## src/rtl/myo_spi_pkg.sv

```systemverilog
// Shared definitions for the myocontrol SPI responder.
//   spi_state_t      : responder FSM states
//   WORD_BITS_DEF    : default bits per SPI word
//   MYO_FRAME_WORDS  : words in a complete myocontrol frame
package myo_spi_pkg;

    typedef enum logic [1:0] {
        ST_ARM   = 2'd0,
        ST_IDLE  = 2'd1,
        ST_SHIFT = 2'd2
    } spi_state_t;

    localparam int WORD_BITS_DEF   = 16;
    localparam int MYO_FRAME_WORDS = 12;

endpackage

```

## src/rtl/spi_input_sync.sv

```systemverilog
// Three-flop synchroniser for one asynchronous SPI pin.
//   clock   in  : system clock
//   reset_n in  : async active-low reset (all flops clear to 0)
//   din     in  : asynchronous pin
//   q       out : synchronised level (second flop)
//   rise    out : one-cycle pulse on a synchronised 0->1 transition
//   fall    out : one-cycle pulse on a synchronised 1->0 transition
module spi_input_sync (
    input  logic clock,
    input  logic reset_n,
    input  logic din,
    output logic q,
    output logic rise,
    output logic fall
);

    logic s1, s2, s3;

    // Clearing to 0 matters for ss_n: after reset the responder only leaves
    // ARM once a genuine high level has propagated through.
    always_ff @(posedge clock or negedge reset_n) begin
        if (!reset_n) begin
            s1 <= 1'b0;
            s2 <= 1'b0;
            s3 <= 1'b0;
        end else begin
            s1 <= din;
            s2 <= s1;
            s3 <= s2;
        end
    end

    assign q    = s2;
    assign rise = s2 & ~s3;
    assign fall = ~s2 & s3;

endmodule

```

## src/rtl/myo_spi_responder.sv

```systemverilog
// SPI mode-0 slave emulating one motor-board endpoint of the myocontrol link.
// Receives command words MSB first, streams one reply word per slot from the
// parent's register file and flags frame completion / framing errors.
//   clock, reset_n     : system clock, async active-low reset
//   sck, ss_n, mosi    : SPI inputs, asynchronous to clock
//   miso, miso_oe      : reply data and its drive enable
//   tx_index / tx_word : reply slot request / reply word from parent
//   rx_word, rx_index  : last complete word and its slot, qualified by rx_valid
//   frame_done         : pulse, frame closed after exactly FRAME_WORDS words
//   frame_error        : pulse, frame closed mid-word or with a wrong word count
//   busy               : high while a frame is being shifted
//
// state    | meaning
// ARM      | wait for ss_n high so a frame cut by reset is never decoded
// IDLE     | bus released, tx_index parked at 0, waiting for ss_n fall
// SHIFT    | frame in progress, shifting on sck edges until ss_n rises
module myo_spi_responder
    import myo_spi_pkg::*;
#(
    parameter int WORD_BITS   = WORD_BITS_DEF,
    parameter int FRAME_WORDS = MYO_FRAME_WORDS,
    parameter int IDX_W       = 4
) (
    input  logic                 clock,
    input  logic                 reset_n,
    input  logic                 sck,
    input  logic                 ss_n,
    input  logic                 mosi,
    output logic                 miso,
    output logic                 miso_oe,
    output logic [IDX_W-1:0]     tx_index,
    input  logic [WORD_BITS-1:0] tx_word,
    output logic [WORD_BITS-1:0] rx_word,
    output logic [IDX_W-1:0]     rx_index,
    output logic                 rx_valid,
    output logic                 frame_done,
    output logic                 frame_error,
    output logic                 busy
);

    localparam int BIT_W = (WORD_BITS > 1) ? $clog2(WORD_BITS) : 1;
    localparam logic [BIT_W-1:0] BIT_LAST  = BIT_W'(WORD_BITS - 1);
    localparam logic [IDX_W-1:0] WORD_LAST = IDX_W'(FRAME_WORDS);

    logic sck_s, sck_rise, sck_fall;
    logic ss_s, ss_rise, ss_fall;
    logic mosi_s, mosi_rise, mosi_fall;

    spi_input_sync u_sync_sck (
        .clock   (clock),
        .reset_n (reset_n),
        .din     (sck),
        .q       (sck_s),
        .rise    (sck_rise),
        .fall    (sck_fall)
    );

    spi_input_sync u_sync_ss (
        .clock   (clock),
        .reset_n (reset_n),
        .din     (ss_n),
        .q       (ss_s),
        .rise    (ss_rise),
        .fall    (ss_fall)
    );

    spi_input_sync u_sync_mosi (
        .clock   (clock),
        .reset_n (reset_n),
        .din     (mosi),
        .q       (mosi_s),
        .rise    (mosi_rise),
        .fall    (mosi_fall)
    );

    // Only the synchronised mosi level is used; its edges and the sck level
    // are intentionally left dangling.
    logic unused_sync;
    assign unused_sync = &{1'b0, sck_s, mosi_rise, mosi_fall};

    spi_state_t           state_q, state_d;
    logic [WORD_BITS-1:0] tx_shift_q, tx_shift_d;
    logic [WORD_BITS-1:0] rx_shift_q, rx_shift_d;
    logic [BIT_W-1:0]     bit_cnt_q, bit_cnt_d;
    logic [IDX_W-1:0]     word_idx_q, word_idx_d;
    logic                 overrun_q, overrun_d;
    logic                 miso_q, miso_d;
    logic                 miso_oe_q, miso_oe_d;
    logic [IDX_W-1:0]     tx_index_q, tx_index_d;
    logic [WORD_BITS-1:0] rx_word_q, rx_word_d;
    logic [IDX_W-1:0]     rx_index_q, rx_index_d;
    logic                 rx_valid_q, rx_valid_d;
    logic                 frame_done_q, frame_done_d;
    logic                 frame_error_q, frame_error_d;
    logic                 busy_q, busy_d;

    logic [WORD_BITS-1:0] rx_next;
    assign rx_next = {rx_shift_q[WORD_BITS-2:0], mosi_s};

    always_ff @(posedge clock or negedge reset_n) begin
        if (!reset_n) begin
            state_q       <= ST_ARM;
            tx_shift_q    <= '0;
            rx_shift_q    <= '0;
            bit_cnt_q     <= '0;
            word_idx_q    <= '0;
            overrun_q     <= 1'b0;
            miso_q        <= 1'b0;
            miso_oe_q     <= 1'b0;
            tx_index_q    <= '0;
            rx_word_q     <= '0;
            rx_index_q    <= '0;
            rx_valid_q    <= 1'b0;
            frame_done_q  <= 1'b0;
            frame_error_q <= 1'b0;
            busy_q        <= 1'b0;
        end else begin
            state_q       <= state_d;
            tx_shift_q    <= tx_shift_d;
            rx_shift_q    <= rx_shift_d;
            bit_cnt_q     <= bit_cnt_d;
            word_idx_q    <= word_idx_d;
            overrun_q     <= overrun_d;
            miso_q        <= miso_d;
            miso_oe_q     <= miso_oe_d;
            tx_index_q    <= tx_index_d;
            rx_word_q     <= rx_word_d;
            rx_index_q    <= rx_index_d;
            rx_valid_q    <= rx_valid_d;
            frame_done_q  <= frame_done_d;
            frame_error_q <= frame_error_d;
            busy_q        <= busy_d;
        end
    end

    always_comb begin
        state_d       = state_q;
        tx_shift_d    = tx_shift_q;
        rx_shift_d    = rx_shift_q;
        bit_cnt_d     = bit_cnt_q;
        word_idx_d    = word_idx_q;
        overrun_d     = overrun_q;
        miso_d        = miso_q;
        miso_oe_d     = miso_oe_q;
        tx_index_d    = tx_index_q;
        rx_word_d     = rx_word_q;
        rx_index_d    = rx_index_q;
        rx_valid_d    = 1'b0;
        frame_done_d  = 1'b0;
        frame_error_d = 1'b0;
        busy_d        = busy_q;

        case (state_q)
            ST_ARM: begin
                if (ss_s) begin
                    state_d = ST_IDLE;
                end
            end

            ST_IDLE: begin
                tx_index_d = '0;
                if (ss_fall) begin
                    tx_shift_d = tx_word;
                    miso_d     = tx_word[WORD_BITS-1];
                    miso_oe_d  = 1'b1;
                    bit_cnt_d  = '0;
                    word_idx_d = '0;
                    overrun_d  = 1'b0;
                    busy_d     = 1'b1;
                    state_d    = ST_SHIFT;
                end
            end

            ST_SHIFT: begin
                miso_d = tx_shift_q[WORD_BITS-1];
                // ss_n rise takes priority over any sck edge seen in the same cycle.
                if (ss_rise) begin
                    if (bit_cnt_q == '0 && word_idx_q == WORD_LAST && !overrun_q) begin
                        frame_done_d = 1'b1;
                    end else begin
                        frame_error_d = 1'b1;
                    end
                    miso_oe_d  = 1'b0;
                    miso_d     = 1'b0;
                    busy_d     = 1'b0;
                    tx_index_d = '0;
                    state_d    = ST_IDLE;
                end else if (sck_rise) begin
                    rx_shift_d = rx_next;
                    if (bit_cnt_q == BIT_LAST) begin
                        bit_cnt_d = '0;
                        if (word_idx_q < WORD_LAST) begin
                            rx_word_d  = rx_next;
                            rx_index_d = word_idx_q;
                            rx_valid_d = 1'b1;
                            word_idx_d = word_idx_q + 1'b1;
                        end else begin
                            // word_idx is saturated, so a separate flag records
                            // that the frame ran past its length.
                            overrun_d = 1'b1;
                        end
                        tx_index_d = word_idx_q + 1'b1;
                    end else begin
                        bit_cnt_d = bit_cnt_q + 1'b1;
                    end
                end else if (sck_fall) begin
                    // First fall after a completed word: tx_index has been
                    // stable since the preceding rise, so tx_word is settled.
                    if (bit_cnt_q == '0 && word_idx_q != '0) begin
                        tx_shift_d = (word_idx_q < WORD_LAST) ? tx_word : '0;
                    end else begin
                        tx_shift_d = tx_shift_q << 1;
                    end
                end
            end

            default: begin
                state_d = ST_ARM;
            end
        endcase
    end

    assign miso        = miso_q;
    assign miso_oe     = miso_oe_q;
    assign tx_index    = tx_index_q;
    assign rx_word     = rx_word_q;
    assign rx_index    = rx_index_q;
    assign rx_valid    = rx_valid_q;
    assign frame_done  = frame_done_q;
    assign frame_error = frame_error_q;
    assign busy        = busy_q;

endmodule

```

## config.mk

```make
export PLATFORM = sky130hd
export DESIGN_NAME = myo_spi_responder
export DESIGN_NICKNAME = d
export VERILOG_FILES = /design/src/rtl/myo_spi_pkg.sv /design/src/rtl/spi_input_sync.sv /design/src/rtl/myo_spi_responder.sv
export SDC_FILE = /design/constraint.sdc
export NUM_CORES = 1
export LEC_CHECK = 0
export ABC_CLOCK_PERIOD_IN_PS = 1900
export CAP_MARGIN = 20
export CORE_AREA = 2 2 89 91
export CTS_CLUSTER_SIZE = 28
export DETAILED_ROUTE_END_ITERATION = 10
export DIE_AREA = 0 0 91 93
export GPL_ROUTABILITY_DRIVEN = 0
export PLACE_DENSITY = 0.82
export SETUP_SLACK_MARGIN = 0.5
export SYNTH_ARGS = -nofsm -noshare
export SYNTH_HDL_FRONTEND = slang
export SYNTH_SLANG_ARGS = --single-unit
export TNS_END_PERCENT = 20
```

## constraint.sdc

```tcl
create_clock -name clock -period 1.9 [get_ports clock]
set_input_delay 0.475 -clock clock [delete_from_list [all_inputs] [get_ports clock]]
set_output_delay 0.475 -clock clock [all_outputs]
set_load 0.05 [all_outputs]
```

==> results of run 1 <==
## what timing repair did
item	4_1_cts	5_1_grt
resized for setup	16	8
hold endpoints to repair	7	0
buffers inserted	10	7
pin swaps	5	7
setup endpoints to repair	96	98
hold buffers	1	0
gates cloned	2	1
## power breakdown
group | leakage (nW) | switching (W) | internal [W] | total, W
registers | 1.05 | 0.000160 | 0.00194 | 0.00210
logic | 1.05 | 0.000992 | 0.000786 | 0.00178
clock network | 0.0785 | 0.000658 | 0.000484 | 0.00114
## cells in the final DEF (no fill, tap or decap), types with 3 or more instances in the layout
cell,n
inv_1,5
ha_1,4
nand2b_1,4
a31oi_1,3
buf_6,3
mux2_2,17
inv_2,3
nor3b_1,3
mux2_4,19
o21ai_0,9
buf_12,5
ha_4,3
clkinvlp_4,4
clkdlybuf4s50_1,19
a22oi_1,14
nor2_1,3
o31ai_1,6
nand3_1,6
dfrtp_1,79
nand2_1,33
clkbuf_8,9
buf_4,56
o21ai_1,13
## critical path, delay by kind of cell, from the launching register on
family                 cells  cell delay, ps
buffers and inverters      3             400
and+or+nand+nor            2             500
muxes                      1             290
DFF                        1             510
## stage by stage
stage	power [W]	hold WS, ps	instance area, µm²
after floorplan	0.00318	179	3590
after global placement	0.00357	335	4190
after detailed placement	0.00364	336	4190
after CTS	0.00493	354	4550
after global routing	0.00537	360	4660
final	0.00502	353	4660
## registers in the layout (all words and copies together), names as in the netlist
name and count:
tx_index 4, word_idx_q 4, u_sync_sck.q 1, bit_cnt_q 4, u_sync_ss.q 1, u_sync_mosi.s1 1
u_sync_mosi.q 1, frame_error 1, state_q 2, rx_index 4, u_sync_sck.s1 1, tx_shift_q 16
u_sync_ss.s3 1, overrun_q 1, miso 1, frame_done 1, u_sync_sck.s3 1, u_sync_ss.s1 1
busy 1, rx_word 16, rx_valid 1, rx_shift_q 15
## layer usage
metal / track usage, % / wire length (µm) / vias to the layer above
li1: - / - / 1187
met1: 22.7 / 3090 / 1227
met2: 33.3 / 4200 / 68
met3: 5.40 / 387 / 13
met4: 6.82 / 128 / 0
met5: 0 / 0 / -
## area by class of cell
class | count | share of cell area, %
repair buffers | 86 | 17.3
clock buffers | 9 | 2.66
multi-input cells | 179 | 32.8
well taps | 102 | 2.74
inverters | 9 | 0.779
flip-flops and latches | 79 | 42.4
clock inverters | 7 | 1.21
## cell families (layout without fill, tap and decap cells)
| kind of cell | Yosys count | count (layout) | share of synthesized area [%] |
|---|---|---|---|
| AOI/OAI and AO/OA | 65 | 65 | 12.6 |
| muxes | 38 | 38 | 13.9 |
| xor gates and xnor gates | 2 | 2 | 0.490 |
| and+or+nand+nor | 66 | 66 | 10.6 |
| buffers and inverters | 25 | 111 | 4.41 |
| DFF | 79 | 79 | 55.2 |
| adders and majority gates | 8 | 8 | 2.80 |
## worst max path at each step
stage                  startpoint             to  depth (start not counted)  slack (ps)
floorplan              state_q[0]    rx_index[0]                          7         120
global placement       state_q[0]    rx_index[3]                          6          80
detailed placement  word_idx_q[0]  tx_shift_q[9]                          7         -20
CTS                    state_q[0]    rx_word[15]                          8         140
global route           state_q[0]  word_idx_q[2]                          8           1
finish              word_idx_q[3]    rx_word[15]                          6          90
==> Implementation_results.wiki, run 1 <==
{| class="wikitable"
! Metric !! Value
|-
| Status || finished clean
|-
| Height of the die || 93 µm
|-
| Path class of the lowest-slack min-delay path || reg -> reg
|-
| Number of rows created at floorplan || 32
|-
| Initial Util || 47.5%
|-
| Multi-input gate area || 0.00153 mm²
|-
| DRC violations left || 0
|-
| Library cells used by synthesis || 51
|-
| Crit path required time || 2150 ps
|-
| Leakage power of the design || 2.18 nW
|-
| Terminating pin of the worst hold path || u_sync_ss.q
|-
| RSZ-0062 raised after global routing || true
|-
| Setup skew after layout || 10.2 ps
|-
| Cell with the most instances after synthesis || dfrtp_1
|-
| Count of pins over their slew limit || 0
|-
| Number of warnings issued by yosys || 0
|-
| Worst R2R Path Depth || 6
|-
| Iteration count of the initial detailed-routing pass || 4
|-
| Critical register-to-register path startpoint || word_idx_q[3]
|-
| Number of H-tree levels || 3
|-
| Post-synth design cell area || 0.00358 mm²
|-
| Total negative setup slack || 0 ps
|-
| Critical-path maximum fanout || 8
|-
| Count of flip-flops with a built-in enable after synthesis || 0
|-
| Post-synthesis register bit count || 79
|-
| Share of flip-flops with an asynchronous set or reset after synthesis || 100%
|-
| Clock edge transition at the registers on the reported setup and hold paths || 90 ps
|-
| I/O pin total || 51
|-
| Endpoint of the lowest-slack register-to-register path || rx_word[15]
|-
| Initial antenna violation count || 0
|-
| Syn avg cell area || 12.6 µm²
|-
| Origin of the worst min-delay path || u_sync_ss.s1
|-
| Post-detail-place hpwl || 5020 µm
|-
| Final number of hold-violating endpoints || 0
|-
| Die area || 0.00846 mm²
|-
| Hold Path Cell Cnt || 0
|-
| Clock net sink count || 79
|-
| Slowest Stage Delay on Critical Path || 510 ps
|-
| Number of endpoints failing setup at the final stage || 0
|-
| Number of instances in the synthesized netlist || 283
|-
| Type of the worst setup path || reg -> reg
|-
| Fraction of layout cells with a size suffix above 1 || 39.0%
|-
| Total Nets Final || 393
|-
| Type of element launching the critical path || flop
|-
| CTS root buffer || clkbuf_8
|-
| Post-Route WL || 7810 µm
|-
| Maximum buffer depth of the clock tree || 2
|-
| TritonCTS clock tree || yes
|-
| Sequential cell area || 0.00198 mm²
|-
| Cell area power density || 1080 mW/mm²
|-
| Post-layout instance count excluding filler cells || 471
|-
| Clock latency on the worst-skew pair || 360 ps
|-
| Post-DRT Antenna Nets || 0
|-
| Leading cell types by count after synthesis || dfrtp_1 (79), nand2_1 (33), mux2_4 (19)
|-
| Crit path cell chain || and2_4 -> nor4_4 -> buf_6 -> buf_6 -> buf_6 -> mux2_4
|-
| Number of I/O port buffers || 50
|-
| Post-route fraction of the period consumed by the critical path || 95.4%
|-
| Worst path arrival time || 2060 ps
|-
| Clock period minus final worst setup slack || 1810 ps
|-
| Post-DR wirelength/cell || 16.6 µm
|-
| Crit path top cell by count || buf_6
|-
| Slowest library cell on the worst path || dfrtp_1
|-
| Worst-Margin Slew || 340 ps
|-
| Diode count || 0
|-
| Starting DRT DRC Count || 98
|-
| Largest net degree at the start of global routing || 33
|-
| Die Width || 91 µm
|-
| Share of synthesized area occupied by flip-flops and latches || 55.2%
|-
| Relative max-transition margin || 77.3%
|-
| Num CTS Buffers || 9
|-
| Max-cap violation count || 0
|-
| Post-placement setup slack || -16.2 ps
|-
| Area share of the leading cell type in the synthesized netlist || 55.2%
|-
| Achievable Freq || 0.552 GHz
|-
| Vias in the first global route || 2581
|-
| Top area cells in the synthesized netlist || dfrtp_1 (55%), mux2_4 (8.0%), mux2_2 (5.3%), nand2_1 (3.5%), a22oi_1 (3.1%)
|-
| Worst Setup End Kind || flop
|-
| Fillers || 569
|-
| Layout-stage area growth over the synthesis result || 30.2%
|-
| Placed cells || 434
|-
| Mean number of vias per cell || 5.30
|-
| Total Routing Usage GR || 19.1%
|-
| Maximum resistive drop on vdd || 623 µV
|-
| Vias after detailed routing || 2495
|-
| Reg2Reg Setup Slack || 90 ps
|-
| Most used flip-flop cell after synthesis || dfrtp_1
|-
| Worst setup slack after layout || 87.0 ps
|-
| Cell taking the most area after synthesis || dfrtp_1
|-
| Share of the core filled with cells || 61.9%
|-
| Post-Syn Nets || 312
|-
| Final global-route overflow total || 0
|-
| Area of the core || 0.00753 mm²
|-
| First-pass GRT wire length || 12500 µm
|}
No activity file was read; power rests on OpenSTA's default activity.
==> run 2, diff against run 1 <==
- CAP_MARGIN: 20 -> 15
==> results of run 2 <==
Final layout, timing and power as in run 1 (identical DEF).
